File: src/rtl/dds_pkg.sv
// dds_pkg: shared constants and elaboration-time helpers for the DDS/NCO.
// Holds the waveform mode codes, the dither LFSR definition and the constant
// function that builds the quarter-wave sine table with integer arithmetic.
package dds_pkg;

   localparam logic [1:0] MODE_SINE   = 2'd0;
   localparam logic [1:0] MODE_SAW    = 2'd1;
   localparam logic [1:0] MODE_SQUARE = 2'd2;
   localparam logic [1:0] MODE_TRI    = 2'd3;

   // Fibonacci LFSR x^16+x^14+x^13+x^11+1: taps on bits 15,13,12,10
   localparam logic [15:0] LFSR_SEED = 16'hACE1;
   localparam logic [15:0] LFSR_TAPS = 16'hB400;

   // pi/2 scaled by 2**30
   localparam longint HALF_PI_Q30 = 64'sd1686629713;

   // Feedback bit of the dither LFSR
   function automatic logic lfsr_fb(input logic [15:0] state);
      return ^(state & LFSR_TAPS);
   endfunction

   // round(amp * sin(pi/2 * j / q)), evaluated at elaboration with a Q30
   // Taylor series so no real arithmetic reaches the netlist.
   function automatic int sine_entry(input int j, input int q, input int amp);
      longint x;
      longint x2;
      longint term;
      longint sum;
      longint div;
      x    = (HALF_PI_Q30 * longint'(j)) / longint'(q);
      x2   = (x * x) >>> 30;
      term = x;
      sum  = x;
      for (int n = 1; n <= 7; n++) begin
         div  = longint'((32'sd2 * n) * (32'sd2 * n + 32'sd1));
         term = -(((term * x2) >>> 30) / div);
         sum  = sum + term;
      end
      return int'((longint'(amp) * sum + 64'sd536870912) >>> 30);
   endfunction

endpackage

File: src/rtl/dds_nco_if.sv
// dds_nco_if: sample stream from the NCO to a DAC or stream sink.
// The master drives valid/data/wrap, the slave drives ready.
interface dds_nco_if #(
   parameter int DATA_W = 8
) ();
   logic              out_vld;
   logic              out_rdy;
   logic [DATA_W-1:0] out_data;
   logic              out_wrap;

   modport master (output out_vld, output out_data, output out_wrap, input out_rdy);
   modport slave  (input out_vld, input out_data, input out_wrap, output out_rdy);
endinterface

File: src/rtl/dds_qlut.sv
// dds_qlut: combinational quarter-wave sine table (Q+1 entries) plus
// quadrant mirroring. Input is the top LUT_AW phase bits; output is an
// offset-binary sample centred on 2**(DATA_W-1).
module dds_qlut
   import dds_pkg::*;
#(
   parameter int LUT_AW = 8,
   parameter int DATA_W = 8
) (
   input  logic [LUT_AW-1:0] phase,
   output logic [DATA_W-1:0] sample
);

   localparam int Q   = 2 ** (LUT_AW - 2);
   localparam int AMP = 2 ** (DATA_W - 1) - 1;
   localparam logic [DATA_W-1:0] MID = {1'b1, {(DATA_W-1){1'b0}}};
   localparam logic [LUT_AW-2:0] Q_IDX = {1'b1, {(LUT_AW-2){1'b0}}};

   logic [DATA_W-2:0] lut_s [0:Q];

   for (genvar j = 0; j <= Q; j++) begin : g_lut
      localparam int VAL = sine_entry(j, Q, AMP);
      assign lut_s[j] = VAL[DATA_W-2:0];
   end

   logic [1:0]        quad_s;
   logic [LUT_AW-3:0] idx_s;
   logic [LUT_AW-2:0] sel_s;
   logic [DATA_W-2:0] mag_s;

   // Mirror the index in odd quadrants, negate around midpoint in the lower half
   always_comb begin
      quad_s = phase[LUT_AW-1 -: 2];
      idx_s  = phase[LUT_AW-3:0];
      if (quad_s[0]) begin
         sel_s = Q_IDX - {1'b0, idx_s};
      end else begin
         sel_s = {1'b0, idx_s};
      end
      mag_s = lut_s[sel_s];
      if (quad_s[1]) begin
         sample = MID - {1'b0, mag_s};
      end else begin
         sample = MID + {1'b0, mag_s};
      end
   end

endmodule

File: src/rtl/dds_nco.sv
// dds_nco: parametrised DDS/NCO with phase accumulator, phase offset and four
// waveforms (sine, saw, square, triangle). Two-stage pipeline behind a
// valid/ready stream; the accumulator only advances when a sample can move.
// Optional dither: define DDS_DITHER_EN to add a 16-bit LFSR into the phase
// bits below the lookup point; undefined gives bit-exact waveforms.
module dds_nco
   import dds_pkg::*;
#(
   parameter int PHASE_W = 16,
   parameter int LUT_AW  = 8,
   parameter int DATA_W  = 8
) (
   input  logic               clk,
   input  logic               rst,
   input  logic               en,
   input  logic               acc_clr,
   input  logic               cfg_load,
   input  logic [PHASE_W-1:0] cfg_freq,
   input  logic [PHASE_W-1:0] cfg_phase,
   input  logic [1:0]         cfg_mode,
   dds_nco_if.master          stream
);

   // active configuration
   logic [PHASE_W-1:0] freq_r;
   logic [PHASE_W-1:0] phase_r;
   logic [1:0]         mode_r;

   // accumulator and stage 1
   logic [PHASE_W-1:0] acc_r;
   logic               wrap_flag_r;
   logic [PHASE_W-1:0] p1_r;
   logic               v1_r;
   logic               w1_r;
   logic [1:0]         m1_r;

   // output stage
   logic               out_vld_r;
   logic [DATA_W-1:0]  out_data_r;
   logic               out_wrap_r;

   logic               stall_s;
   logic               advance_s;
   logic [PHASE_W:0]   sum_s;
   logic [PHASE_W-1:0] dither_s;
   logic [PHASE_W-1:0] p1_next_s;
   logic [PHASE_W+DATA_W-1:0] ext_s;
   logic [DATA_W-1:0]  saw_s;
   logic [DATA_W-1:0]  tri_base_s;
   logic [DATA_W-1:0]  sine_s;
   logic [DATA_W-1:0]  wave_s;

   assign stall_s   = out_vld_r & ~stream.out_rdy;
   assign advance_s = en & ~stall_s & ~acc_clr;
   assign sum_s     = {1'b0, acc_r} + {1'b0, freq_r};
   assign p1_next_s = acc_r + phase_r + dither_s;

`ifdef DDS_DITHER_EN
   localparam logic [PHASE_W-1:0] DITHER_MASK = {PHASE_W{1'b1}} >> LUT_AW;

   logic [15:0] lfsr_r;

   // Dither LFSR steps once per accumulator advance
   always_ff @(posedge clk or posedge rst) begin
      if (rst) begin
         lfsr_r <= LFSR_SEED;
      end else if (advance_s) begin
         lfsr_r <= {lfsr_r[14:0], lfsr_fb(lfsr_r)};
      end
   end

   assign dither_s = PHASE_W'(lfsr_r) & DITHER_MASK;
`else
   assign dither_s = {PHASE_W{1'b0}};
`endif

   // Capture new configuration whenever requested, even while stalled or clearing
   always_ff @(posedge clk or posedge rst) begin
      if (rst) begin
         freq_r  <= {PHASE_W{1'b0}};
         phase_r <= {PHASE_W{1'b0}};
         mode_r  <= MODE_SINE;
      end else if (cfg_load) begin
         freq_r  <= cfg_freq;
         phase_r <= cfg_phase;
         mode_r  <= cfg_mode;
      end
   end

   // Accumulator and stage 1: offset phase, wrap flag and mode travel together
   always_ff @(posedge clk or posedge rst) begin
      if (rst) begin
         acc_r       <= {PHASE_W{1'b0}};
         wrap_flag_r <= 1'b1;
         p1_r        <= {PHASE_W{1'b0}};
         v1_r        <= 1'b0;
         w1_r        <= 1'b0;
         m1_r        <= MODE_SINE;
      end else if (acc_clr) begin
         acc_r       <= {PHASE_W{1'b0}};
         wrap_flag_r <= 1'b1;
         v1_r        <= 1'b0;
      end else if (advance_s) begin
         acc_r       <= sum_s[PHASE_W-1:0];
         wrap_flag_r <= sum_s[PHASE_W];
         p1_r        <= p1_next_s;
         v1_r        <= 1'b1;
         w1_r        <= wrap_flag_r;
         m1_r        <= mode_r;
      end else if (!stall_s) begin
         v1_r        <= 1'b0;
      end
   end

   dds_qlut #(
      .LUT_AW (LUT_AW),
      .DATA_W (DATA_W)
   ) u_qlut (
      .phase  (p1_r[PHASE_W-1 -: LUT_AW]),
      .sample (sine_s)
   );

   // Waveform select on the stage-1 phase; saw and triangle zero-pad if narrow
   always_comb begin
      ext_s      = {p1_r, {DATA_W{1'b0}}};
      saw_s      = DATA_W'(ext_s >> PHASE_W);
      tri_base_s = DATA_W'(ext_s >> (PHASE_W - 1));
      case (m1_r)
         MODE_SINE:   wave_s = sine_s;
         MODE_SAW:    wave_s = saw_s;
         MODE_SQUARE: wave_s = p1_r[PHASE_W-1] ? {DATA_W{1'b1}} : {DATA_W{1'b0}};
         MODE_TRI:    wave_s = p1_r[PHASE_W-1] ? ~tri_base_s : tri_base_s;
         default:     wave_s = saw_s;
      endcase
   end

   // Output register: holds under backpressure, flushed by a clear
   always_ff @(posedge clk or posedge rst) begin
      if (rst) begin
         out_vld_r  <= 1'b0;
         out_data_r <= {DATA_W{1'b0}};
         out_wrap_r <= 1'b0;
      end else if (acc_clr) begin
         out_vld_r  <= 1'b0;
         out_wrap_r <= 1'b0;
      end else if (!stall_s) begin
         out_vld_r <= v1_r;
         if (v1_r) begin
            out_data_r <= wave_s;
            out_wrap_r <= w1_r;
         end else begin
            out_wrap_r <= 1'b0;
         end
      end
   end

   assign stream.out_vld  = out_vld_r;
   assign stream.out_data = out_data_r;
   assign stream.out_wrap = out_wrap_r;

endmodule

File: src/flat_wrapper.sv
// flat-port wrapper written by rule: the top's interface ports become plain ports
module dds_nco_flat import dds_pkg::*;
#(
   parameter int PHASE_W = 16,
   parameter int LUT_AW  = 8,
   parameter int DATA_W  = 8
)
  (clk, rst, en, acc_clr, cfg_load, cfg_freq, cfg_phase, cfg_mode, stream_out_vld, stream_out_data, stream_out_wrap, stream_out_rdy);
  dds_nco_if #(.DATA_W(DATA_W)) stream_i ();
  input  logic clk;
  input  logic rst;
  input  logic en;
  input  logic acc_clr;
  input  logic cfg_load;
  input  logic [PHASE_W-1:0] cfg_freq;
  input  logic [PHASE_W-1:0] cfg_phase;
  input  logic [1:0] cfg_mode;
  output wire logic [$bits(stream_i.out_vld)-1:0] stream_out_vld;
  output wire logic [$bits(stream_i.out_data)-1:0] stream_out_data;
  output wire logic [$bits(stream_i.out_wrap)-1:0] stream_out_wrap;
  input wire logic [$bits(stream_i.out_rdy)-1:0] stream_out_rdy;
  assign stream_out_vld = stream_i.out_vld;
  assign stream_out_data = stream_i.out_data;
  assign stream_out_wrap = stream_i.out_wrap;
  assign stream_i.out_rdy = stream_out_rdy;
  dds_nco #(.PHASE_W(PHASE_W), .LUT_AW(LUT_AW), .DATA_W(DATA_W)) u_core (.clk(clk), .rst(rst), .en(en), .acc_clr(acc_clr), .cfg_load(cfg_load), .cfg_freq(cfg_freq), .cfg_phase(cfg_phase), .cfg_mode(cfg_mode), .stream(stream_i));
endmodule
File: config.mk
export PLATFORM = sky130hd
export DESIGN_NAME = dds_nco_flat
export DESIGN_NICKNAME = d
export VERILOG_FILES = /design/src/rtl/dds_pkg.sv /design/src/rtl/dds_nco_if.sv /design/src/rtl/dds_qlut.sv /design/src/rtl/dds_nco.sv /design/src/flat_wrapper.sv
export SDC_FILE = /design/constraint.sdc
export NUM_CORES = 1
export LEC_CHECK = 0
export ABC_AREA = 1
export CORE_MARGIN = 2
export CORE_UTILIZATION = 30
export CTS_CLUSTER_SIZE = 8
export DETAILED_ROUTE_END_ITERATION = 8
export GPL_TIMING_DRIVEN = 0
export PLACE_DENSITY_LB_ADDON = 0.12
export SYNTH_ARGS = -nofsm -noshare
export SYNTH_HDL_FRONTEND = slang
export SYNTH_SLANG_ARGS = --single-unit
File: constraint.sdc
create_clock -name clk -period 3 [get_ports clk]
set_clock_uncertainty 0.05 [all_clocks]
set_input_delay 0.45 -clock clk [delete_from_list [all_inputs] [get_ports clk]]
set_output_delay 0.45 -clock clk [all_outputs]
set_load 0.02 [all_outputs]
# After elaboration in Yosys (flattened, before gate mapping)
# Memories as Yosys holds them, arrays and structs flattened.
# Cells that the tools add are included.
# classes
n_mux,19
order_cmp,1
n_reduce_logical,4
eq_ne,5
n_addsub,5
bitwise_logic,8
# op_table
op,count
$mux W16,2
$pmux W8 S4,1
$mux W8,3
$mux W7,3
$add A16 B16 Y17,1
$add A16 B16 Y16,1
$mux W1,10
$add A8 B7 Y8 const A,1
$ge A8 B8 Y1 const B,1
$not A7 Y8,1
$not A8 Y8,1
$sub A8 B7 Y8 const A,1
$sub A7 B6 Y7 const A,1
$eq A2 B2 Y1 const B,2
$and A1 B1 Y1,3
$ne A3 B3 Y1 const B,1
$not A1 Y1,3
$reduce_and A3 Y1,1
$eq A2 B1 Y1 const B,1
$logic_not A2 Y1,1
$ne A2 B2 Y1 const B,1
$reduce_and A2 Y1,1
$reduce_bool A2 Y1,1
# totals
inputBits,40
rom_bits,896
n_memories,1
output_inout_bits,10
reg_bits,81
word_cells,55
# mem_list
memory,words,word_bits,read_ports,rd_clocked_by_memory_dff,write_ports,line,text
(no name shown),128,7,1,0,0,dds_qlut.sv:40,mag_s = lut_s[sel_s];

# Logic depth before layout (Yosys ltp)
# Gate-level depths: netlist of the first run.
# logic_depth
depth_word,9
ltp_mapped,25
ltp_nobuf,25

# By module
# Synthesis of the first run repeated with hierarchy kept, for this count alone.
# unflattened
cells_unflattened,880
hier_area_um2,5980.7
# modules_own_cells
module,area_each_um2,cells_per_inst,seq_area_each_um2,n_inst
dds_nco,4808.4,643,1853.0,1
dds_qlut,1172.4,237,0.0,1

# Worst setup path after synthesis of the first run
# Ideal clock, no wire load.
# synth_path
kind,flip-flop to flip-flop
startpoint,register u_core.p1_r[8]
endpoint,register u_core.out_data_r[6] (netlist: u_core.stream.out_data[6])
synth_period_minus_slack_ns,2.749
t_arrival_ns,2.626
n_path_buf,0
setup_ns,0.073
path_stages_with_launch,26
slack_ns,0.251
required_ns,2.877
cell_sequence,dfrtp_1 inv_2 ha_1 nand2_1 inv_1 nor2_4 inv_1 ha_1 inv_1 nand2_1 nand2_1 nand2_1 nand2_1 nand2_1 nand2_1 nand2_1 nand2_1 nand3_1 inv_1 ha_1 nand3_1 nand2_1 nand2_1 nand2_1 nand2_1 a21oi_2
# synth_between
elab_chain_len,9
elab_cells_between_ends,10
classes_between,add/sub (3); mux (5); bitwise (1); memory (1)
# synth_lines
item,line,text
start: declaration,dds_nco.sv:32,logic [PHASE_W-1:0] p1_r;
start signal: assignment,dds_nco.sv:95,p1_r <= {PHASE_W{1'b0}};
start signal: assignment,dds_nco.sv:106,p1_r <= p1_next_s;
$sub A7 B6 Y7,dds_qlut.sv:36,"sel_s = Q_IDX - {1'b0, idx_s};"
$mux W7 (*),dds_qlut.sv:35,if (quad_s[0]) begin
$not A7 Y8 (not written as such) (*),dds_qlut.sv:40,
$mem_v2 Z128 W7 (*),n/a,
$mux W7 (not written as such) (*) (2 in series),dds_qlut.sv:40,
$add A8 B7 Y8 or $sub A8 B7 Y8 (tied branches),"dds_qlut.sv:44, dds_qlut.sv:42",
$mux W8 (*),dds_qlut.sv:41,if (quad_s[1]) begin
$pmux W8 S4 (*),dds_nco.sv:128,case (m1_r)
end signal: assignment,dds_nco.sv:141,out_data_r <= {DATA_W{1'b0}};
end signal: assignment,dds_nco.sv:149,out_data_r <= wave_s;
end: declaration,dds_nco.sv:39,logic [DATA_W-1:0] out_data_r;
# Every way passes the cells marked *; elsewhere a longest branch is shown, timed or not. The select of a mux whose other input is x is not followed.
# A chain may end at the register's enable or synchronous reset.

# Worst setup path in the final report of the first run
# layout_path
startpoint,register u_core.p1_r[8]
endpoint,register u_core.out_data_r[2] (netlist: u_core.stream.out_data[2])
# The elaborated chain is that of the path after synthesis.

==> impl_summary.md, run 1 <==
Floorplan
The floorplan step set the die height to between 100 and 150 µm. The area of the placeable core is around 17,000 µm². The floorplan has between 40 and 50 rows. The overall die area is ~19,000 µm². The die span in x is about 140 µm. 50 I/O pins were placed. For this configuration, the core starts out at a cell density of 0.306.

Placed design
The final estimated routing congestion in global placement is between 0.9 and 1. The wire-length estimate of the detail-placed layout is around 11,000 µm. The setup slack after placement is -0.344 ns. The count of port buffers added during placement is 48.

Including well taps, the total number of placed cells is between 900 and 1,000.

Global route
The total routing usage reported by global routing is 0.161. For this run, global-route usage on met2 was measured as 0.282. The total grt overflow is 0. The layer carrying the most global-route usage is met2.

The number of antenna violations at the first check in global routing is 0. The via count of the first global-routing pass is approximately 4,700. The global-route wire length before repair is around 23,000 µm.

For met1 alone, demand over resource in global routing was 0.195. The global-route met3 utilization is 0.0307. The maximum number of pins on one net before global-route repair is 69.

Status
The flow ran to the end, and the final reports show no timing, DRC or antenna violations.

Route
After the first detailed-routing iteration, the DRC count stood at 230. The detail-routed via count per cell is slightly below 5. The final route contains about 4,800 vias. The final antenna-violating net count is 0.

The detailed-routing iteration count for the pre-antenna-repair pass is 4. The mean routed wirelength per cell is around 14 µm. The number of remaining DRC errors is 0. The total wirelength of the detailed-routed design is 14,100 µm.

Yosys
The fraction of the yosys area taken by sequential cells is 0.351. The warning count from the yosys run is 0. The synthesized net count is 762. The synthesized area divided by synthesized cell count is 7.74 µm². The primary flip-flop cell chosen by synthesis mapping is sky130_fd_sc_hd__dfrtp_1. The count of state elements after synthesis is 74. The post-synthesis cell type count is 46. Of all flip-flops after synthesis, the portion carrying an async set or reset was 1.00. The synthesized cell area is about 5300 µm². The cell count after synthesis is approximately 680.

The synthesized design contains 0 enable-type register cells.

Timing
The worst slew slack as a fraction of its limit is 0.499. The actual transition at the worst max-transition pin is 0.752 ns. Final hold analysis gives a worst-case slack of between 0.2 and 0.3 ns. For the finished layout, the period the worst path requires is around 2.8 ns. The setup violation total in the final timing report is 0. Of the available clock period, the critical path in the final layout requires 0.926. The count of final hold-check violations is 0. Setup repair after global routing left no endpoint under its margin. Static timing analysis puts the maximum clock frequency at 360 MHz.

The setup slack of the critical path after layout is 0.222 ns. The max-slew violation count is 0.

Critical path
STA puts the critical path data required time at around 3.2 ns. The worst register-to-register path begins at u_core.p1_r[8]$_DFFE_PP0P_. Traced cell by cell, the critical path runs through clkinv_4 -> ha_1 -> nand2_1 -> inv_1 -> nor2_4 -> inv_4 -> ha_4 -> inv_2 -> nand2_2 -> nand2_2 -> nand2_1 -> nand2_1 -> nand2_1 -> nand2_1 -> nand2_1 -> nand2_1 -> nand3_2 -> inv_1 -> ha_2 -> nor2_1 -> a21oi_1 -> o21ai_1 -> a31oi_1. The cell depth of the worst flop-to-flop path is 23. The critical path in this run is classified as reg2reg.

The signal arrival time at the worst endpoint is approximately 3.0 ns. The critical path contains buffers and inverters numbering 5 combined. The critical path's most frequent cell is sky130_fd_sc_hd__nand2_1. The highest cell delay on the worst timing path is 0.41 ns.

The top cell family by delay on the critical path is simple AND/OR/NAND/NOR gates. The worst register-to-register path ends at u_core.stream.out_data[2]$_DFFE_PP0P_. In this run the worst path has a maximum fanout of 6. The endpoint type of the worst setup path is a flop. The worst setup path is launched from a flop. The register-to-register path setup slack is ~0.22 ns. The critical path's slowest cell is sky130_fd_sc_hd__dfrtp_2.

Power
The share of total power dissipated in combinational logic is 0.551. Across the VDD grid, the largest voltage drop is about 0.35 mV. The share of total power dissipated in the clock network is 0.208. The fraction of power consumed by sequential logic is 0.241. The total power density per cell area is between 800 and 900 nW/µm². The net switching power figure is 2.52 mW. Internal power comes to just over 3 mW. The fraction of power spent switching nets is 0.450. Overall power consumption after layout is estimated at 5.60 mW. For this design the static power due to leakage is ~3.1 nW.

Clock network
The clock tree synthesis step divided the H-tree into 3 levels. CTS saw 74 sinks. TritonCTS built the clock tree. TritonCTS created 9 clock buffers.

The clock latency on the worst-skew pair is approximately 0.34 ns. Clock-pin slew was measured on the worst setup and hold paths at 0.06 ns. The clock tree buffer depth is 2. The clock root buffer master is sky130_fd_sc_hd__clkbuf_16.

Layout
The final standard cell count with taps included and fillers excluded is just under 1,000. After filler insertion, the fill cell instance count of the layout stands at 1,814. From synthesis to final layout, the design area changed by 23.1%.

The share of final-layout standard cells stronger than drive strength 1 is 0.153. After the last flow step, the layout net total stands at ~830. The antenna cell count is 0. The post-layout utilization of the core is 0.377.

Hold path
The tightest min-delay check is of the in2async type.

Run
Max-cap violations in this run came to 0.
==> worst max path at each step <==
| stage | startpoint | end | slack [ns] | cells after the start |
|---|---|---|---|---|
| after floorplan | u_core.p1_r[8]$_DFFE_PP0P_ | u_core.stream.out_data[6]$_DFFE_PP0P_ | 0.25 | 25 |
| after global placement | rst | u_core.acc_r[15]$_DFFE_PP0P_ | -0.85 | 2 |
| after detailed placement | u_core.p1_r[8]$_DFFE_PP0P_ | u_core.stream.out_data[2]$_DFFE_PP0P_ | -0.34 | 23 |
| after CTS | u_core.p1_r[8]$_DFFE_PP0P_ | u_core.stream.out_data[2]$_DFFE_PP0P_ | 0.07 | 23 |
| after global routing | u_core.p1_r[8]$_DFFE_PP0P_ | u_core.stream.out_data[2]$_DFFE_PP0P_ | 0.01 | 23 |
| final | u_core.p1_r[8]$_DFFE_PP0P_ | u_core.stream.out_data[2]$_DFFE_PP0P_ | 0.22 | 23 |
==> state kept, by name (all words and copies together), names as in the netlist <==
register,flops
u_core.acc_r,16
u_core.freq_r,16
u_core.m1_r,2
u_core.mode_r,2
u_core.p1_r,9
u_core.phase_r,16
u_core.stream.out_data,8
u_core.stream.out_vld,1
u_core.stream.out_wrap,1
u_core.v1_r,1
u_core.w1_r,1
u_core.wrap_flag_r,1
==> kinds of logic (layout without fill, tap and decap cells) <==
| logic type | Yosys count | in the layout | share of synthesized area |
|---|---|---|---|
| simple gates | 332 | 332 | 0.281 |
| mux | 34 | 34 | 0.0726 |
| xor+xnor | 7 | 7 | 0.0116 |
| buf+inv | 71 | 143 | 0.0567 |
| flops | 74 | 74 | 0.351 |
| fa+ha+maj | 40 | 40 | 0.0963 |
| compound gates | 124 | 124 | 0.131 |
==> stage by stage <==
step                      area, µm²  TNS (ns)
after CTS                      6400         0
after detailed placement       6070     -1.66
after global routing           6500         0
final                          6500         0
after global placement         6040    -63.55
after floorplan                5280         0
==> worst reg2reg max path: stages (launching register included) <==
cell and delay, ns:
sky130_fd_sc_hd__dfrtp_2 0.41, sky130_fd_sc_hd__clkinv_4 0.09, sky130_fd_sc_hd__ha_1 0.29, sky130_fd_sc_hd__nand2_1 0.06, sky130_fd_sc_hd__inv_1 0.05, sky130_fd_sc_hd__nor2_4 0.15, sky130_fd_sc_hd__inv_4 0.07, sky130_fd_sc_hd__ha_4 0.18
sky130_fd_sc_hd__inv_2 0.06, sky130_fd_sc_hd__nand2_2 0.06, sky130_fd_sc_hd__nand2_2 0.08, sky130_fd_sc_hd__nand2_1 0.05, sky130_fd_sc_hd__nand2_1 0.05, sky130_fd_sc_hd__nand2_1 0.04, sky130_fd_sc_hd__nand2_1 0.05, sky130_fd_sc_hd__nand2_1 0.08
sky130_fd_sc_hd__nand2_1 0.08, sky130_fd_sc_hd__nand3_2 0.07, sky130_fd_sc_hd__inv_1 0.08, sky130_fd_sc_hd__ha_2 0.20, sky130_fd_sc_hd__nor2_1 0.06, sky130_fd_sc_hd__a21oi_1 0.13, sky130_fd_sc_hd__o21ai_1 0.08, sky130_fd_sc_hd__a31oi_1 0.18
==> synth_stat cells, types with 6 or more instances <==
cell / count / area [µm²]
sky130_fd_sc_hd__dfrtp_1: 73 / 1830
sky130_fd_sc_hd__mux2_2: 34 / 383
sky130_fd_sc_hd__clkbuf_1: 9 / 33.8
sky130_fd_sc_hd__o21ai_0: 51 / 255
sky130_fd_sc_hd__nor2_1: 40 / 150
sky130_fd_sc_hd__nand3_2: 8 / 80.1
sky130_fd_sc_hd__ha_1: 39 / 488
sky130_fd_sc_hd__nand2_2: 6 / 37.5
sky130_fd_sc_hd__nor2_2: 6 / 37.5
sky130_fd_sc_hd__a21oi_1: 44 / 220
sky130_fd_sc_hd__a211oi_1: 6 / 45.0
sky130_fd_sc_hd__inv_1: 51 / 191
sky130_fd_sc_hd__or2_2: 6 / 37.5
sky130_fd_sc_hd__nand3_1: 59 / 295
sky130_fd_sc_hd__nand2_1: 193 / 724
==> final cells by class <==
| type | instances | area (µm²) | area share |
|---|---|---|---|
| Buffer | 14 | 82.6 | 0.0127 |
| Clock buffer | 11 | 233 | 0.0358 |
| Clock inverter | 5 | 81.3 | 0.0125 |
| Inverter | 57 | 229 | 0.0352 |
| Multi-Input combinational cell | 537 | 3170 | 0.489 |
| Sequential cell | 74 | 1860 | 0.286 |
| Tap cell | 225 | 282 | 0.0433 |
| Timing Repair Buffer | 56 | 561 | 0.0863 |
==> timing repair <==
item	4_1_cts	5_1_grt
gates resized for setup	4	18
buffers inserted	2	5
setup endpoints to repair	7	6
hold buffers	0	0
pin swaps	1	3
==> routing by layer <==
metal / part of all wire / vias to the layer above
li1: - / 2439
met4: 0.028 / 0
met3: 0.030 / 28
met5: 0 / -
met2: 0.50 / 84
met1: 0.44 / 2209
==> layout by cell type (no fill, tap or decap), drive strengths merged, types with 2 or more instances in the layout <==
master         count
or2                6
bufinv             2
ha                39
a21oi             47
nor4               2
a211oi             6
xor2               3
clkdlybuf4s50     48
inv               54
a22o               2
dfrtp             73
nor2              47
o31ai              2
o211ai             2
a31oi              3
mux2              34
a21o               2
xnor2              4
nand2            202
clkinv             5
buf               12
nand3             68
nand4              4
o21ai             55
clkbuf            21
==> power groups by stage <==
stage | Sequential [mW] | Clock, mW | Combinational (mW)
after global placement | 1.37 | 0 | 2.89
after CTS | 1.35 | 1.20 | 2.95
final | 1.35 | 1.16 | 3.08
after floorplan | 1.39 | 0 | 2.11
after global routing | 1.38 | 1.24 | 3.49
after detailed placement | 1.38 | 0 | 2.90
Power figures use the tool's default switching activity.
==> inputs of run 2 (changes only) <==
- TNS_END_PERCENT: unset -> 5
==> results of run 2 <==
No change in the layout: final DEF, timing and power equal those of run 1.
==> inputs of run 3 (changes only) <==
- CORE_UTILIZATION: 30 -> 45
==> run 3 against run 2 <==
Compared with the run above:
- via count up 1.0%
- combinational power up 2%
- die area down 32%
- core utilization increased by 18 points
- sequential share of layout area up 0.40 points
- largest power group unchanged
- hold slack improved by 0.10 ns
- setup slack improved by 0.036 ns
- critical path depth is 2 higher
- count of clock-buffer cells in the layout down 1
- wire length decreased by 5.7%
- cell area is 1.4% lower
==> impl_summary.md, run 3 (synthesis gave the netlist of run 1 again) <==
Route
The total via count in the routed design came to 4,809 (was 4,760). The final antenna-violating net count is 0 (unchanged). The mean routed wirelength per cell is 14.8 µm (was 14.4 µm). The initial detailed-routing violation count is 288 (was 230). The detail-routed via count per cell was 5.36 (was 4.86).

The total wirelength of the detailed-routed design is 13,300 µm (was 14,100 µm). The number of remaining DRC errors was 0 (unchanged). The detailed-routing iteration count for the pre-antenna-repair pass is 5 (was 4).

Floorplan
The die span in y is 112 µm (was 137 µm). The die span in x came to 112 µm (was 137 µm). The overall die area is 12,600 µm² (was 18,700 µm²). The count of boundary I/O pins is 50 (unchanged). The number of core rows is 39 (was 48).

The area of the placeable core is 11,400 µm² (was 17,200 µm²). The initial core utilization is 0.462 (was 0.306).

Power
The sum of internal, switching and leakage power is 5.66 mW (was 5.60 mW). The largest vdd supply drop is 0.580 mV (was 0.346 mV). The leakage power figure is 3.08 nW (was 3.07 nW). The total power density per cell area is 883 nW/µm² (was 861 nW/µm²).

Critical path
The register-to-register path setup slack is 0.26 ns (was 0.22 ns). The startpoint type of the worst setup path is a flop (unchanged). The top cell family by delay on the critical path is simple AND/OR/NAND/NOR gates (unchanged).

The largest fanout on the critical path is 6 (unchanged). The required time of the critical path was 3.23 ns (was 3.21 ns). The critical path's most frequent cell is sky130_fd_sc_hd__nand2_1 (unchanged). The endpoint of the worst-slack reg-to-reg timing path is u_core.stream.out_data[6]$_DFFE_PP0P_ (was u_core.stream.out_data[2]$_DFFE_PP0P_).

The highest cell delay on the worst timing path is 0.39 ns (was 0.41 ns). The critical path's slowest cell was sky130_fd_sc_hd__dfrtp_2 (unchanged). The launch instance of the worst register-to-register path is u_core.p1_r[8]$_DFFE_PP0P_ (unchanged). The cell depth of the worst flop-to-flop path is 25 (was 23). The critical path class is reg2reg (unchanged). The endpoint type of the worst setup path was a flop (unchanged). The signal arrival time at the worst endpoint is 2.97 ns (was 2.99 ns). The count of buffering cells on the critical path with inverters included is 5 (unchanged).

Timing
The setup slack of the critical path after layout is 0.258 ns (was 0.222 ns). The count of final hold-check violations was 0 (unchanged). The timing-limited maximum frequency is 365 MHz (was 360 MHz). The setup violation total in the final timing report is 0 (unchanged). The worst slew slack as a fraction of its limit is 0.482 (was 0.499). The shortest period the worst path allows is 2.74 ns (was 2.78 ns). The final cycle utilization of the critical path is 0.914 (was 0.926). The final sum of negative setup slack was 0 ns (unchanged). The max-slew violation count is 0 (unchanged). The actual transition at the worst max-transition pin is 0.777 ns (was 0.752 ns). Unrepaired setup endpoints after global routing: false (unchanged).

Clock network
The number of levels in the clock H-tree is 3 (unchanged). The clock-pin slew on the worst setup and hold paths is 0.06 ns (about the same). The clock latency on the worst-skew pair came to 0.35 ns (was 0.34 ns). The clock tree buffer depth is 2 (unchanged).

The clock buffer count from CTS is 9 (unchanged). The quantity of hold-fixing buffers added after cts was 0 (unchanged). The clock root buffer master is sky130_fd_sc_hd__clkbuf_16 (unchanged). The clock tree from TritonCTS is built (unchanged). The total clock sinks is 74 (unchanged).

Global route
The global-route wire length before repair is 22,300 µm (was 23,300 µm). The number of antenna violations at the first check in global routing is 0 (unchanged). The total routing usage reported by global routing came to 0.220 (was 0.161). The total grt overflow is 0 (unchanged). The maximum number of pins on one net before global-route repair was 48 (was 69).

The via count of the first global-routing pass came to 4,722 (was 4,723).

Layout
Commonest non-fill, non-tap cells in the layout: sky130_fd_sc_hd__nand2_1, sky130_fd_sc_hd__dfrtp_1, sky130_fd_sc_hd__nand3_1, sky130_fd_sc_hd__o21ai_0, sky130_fd_sc_hd__clkdlybuf4s50_1 (unchanged). The most frequent standard cell in the layout excluding fill and tap cells is sky130_fd_sc_hd__nand2_1 (unchanged). Largest registers: u_core.acc_r (16), u_core.freq_r (16), u_core.phase_r (16) (unchanged). The number of nets in the layout was 830 (was 829). The antenna cell count was 0 (unchanged).

The number of fill cells in the layout is 1,095 (was 1,814). The post-route cell area was 6410 µm² (was 6500 µm²). The share of final-layout standard cells stronger than drive strength 1 is 0.154 (was 0.153).

The area growth from synthesis to final layout is 21.4% (was 23.1%).

Status
Status: finished, final reports clean (unchanged).

Placed design
The count of port buffers added during placement is 48 (unchanged). The placed instance area is 5970 µm² (was 6070 µm²). The setup slack after placement was -0.370 ns (was -0.344 ns). The estimated wirelength of the detail-placed design was 10,100 µm (was 10,800 µm).

The final estimated routing congestion in global placement is 0.870 (was 0.921).

Run
The number of maximum-capacitance constraint violations is 0 (unchanged).

Hold path
The worst hold path class is in2async (unchanged).
==> run 3: worst reg2reg max path: cells and delay by family (launching register included) <==
kind | cells | cell delay, ns
buffers and inverters | 5 | 0.37
AOI/OAI and AO/OA | 1 | 0.13
adders and majority gates | 3 | 0.61
and+or+nand+nor | 16 | 1.13
DFF | 1 | 0.39
==> run 3: what timing repair did <==
action / CTS / global route
pin swaps: 1 / 4
resized for setup: 5 / 15
endpoints found under the setup margin: 7 / 5
setup buffers: 2 / 6
==> run 3: per-layer routing <==
metal,vias up,part of all wire,global-route usage
met3,21,0.035,0.0329
li1,2432,-,-
met5,-,0,0
met4,0,0.024,0.0854
met2,109,0.50,0.391
met1,2247,0.44,0.267
==> run 3: how the worst max path moves through the flow <==
| stage | slack, ns | startpoint | depth (start not counted) | to |
|---|---|---|---|---|
| 2_1_floorplan | 0.25 | u_core.p1_r[8]$_DFFE_PP0P_ | 25 | u_core.stream.out_data[6]$_DFFE_PP0P_ |
| 3_3_place_gp | -0.62 | rst | 2 | u_core.freq_r[14]$_DFFE_PP0P_ |
| 3_5_place_dp | -0.37 | u_core.p1_r[8]$_DFFE_PP0P_ | 25 | u_core.stream.out_data[6]$_DFFE_PP0P_ |
| 4_1_cts | 0.06 | u_core.p1_r[9]$_DFFE_PP0P_ | 25 | u_core.stream.out_data[6]$_DFFE_PP0P_ |
| 5_1_grt | 0.007 | u_core.p1_r[8]$_DFFE_PP0P_ | 19 | u_core.stream.out_data[2]$_DFFE_PP0P_ |
| 6_report | 0.26 | u_core.p1_r[8]$_DFFE_PP0P_ | 25 | u_core.stream.out_data[6]$_DFFE_PP0P_ |
==> run 3: per-stage QoR <==
step	hold WS (ns)	cells	util
floorplan	0.398	682	-
global route	0.435	898	0.561
CTS	0.409	892	0.552
finish	0.398	898	0.561
global placement	0.408	873	0.520
detailed placement	0.407	874	0.522
==> run 3: power by group <==
group	switching, mW	internal (mW)
combinational	1.93	1.21
clock	0.430	0.730
sequential	0.160	1.19
total	2.52	3.13
==> run 3: layout make-up <==
| type | count | area (µm²) | share of cell area |
|---|---|---|---|
| multi-input combinational | 537 | 3180 | 0.496 |
| sequential | 74 | 1860 | 0.290 |
| timing repair buffer | 57 | 568 | 0.0887 |
| clock buffer | 10 | 229 | 0.0357 |
| inverter | 57 | 226 | 0.0353 |
| tap | 143 | 179 | 0.0279 |
| clock inverter | 6 | 90.1 | 0.0141 |
| buffer | 14 | 82.6 | 0.0129 |
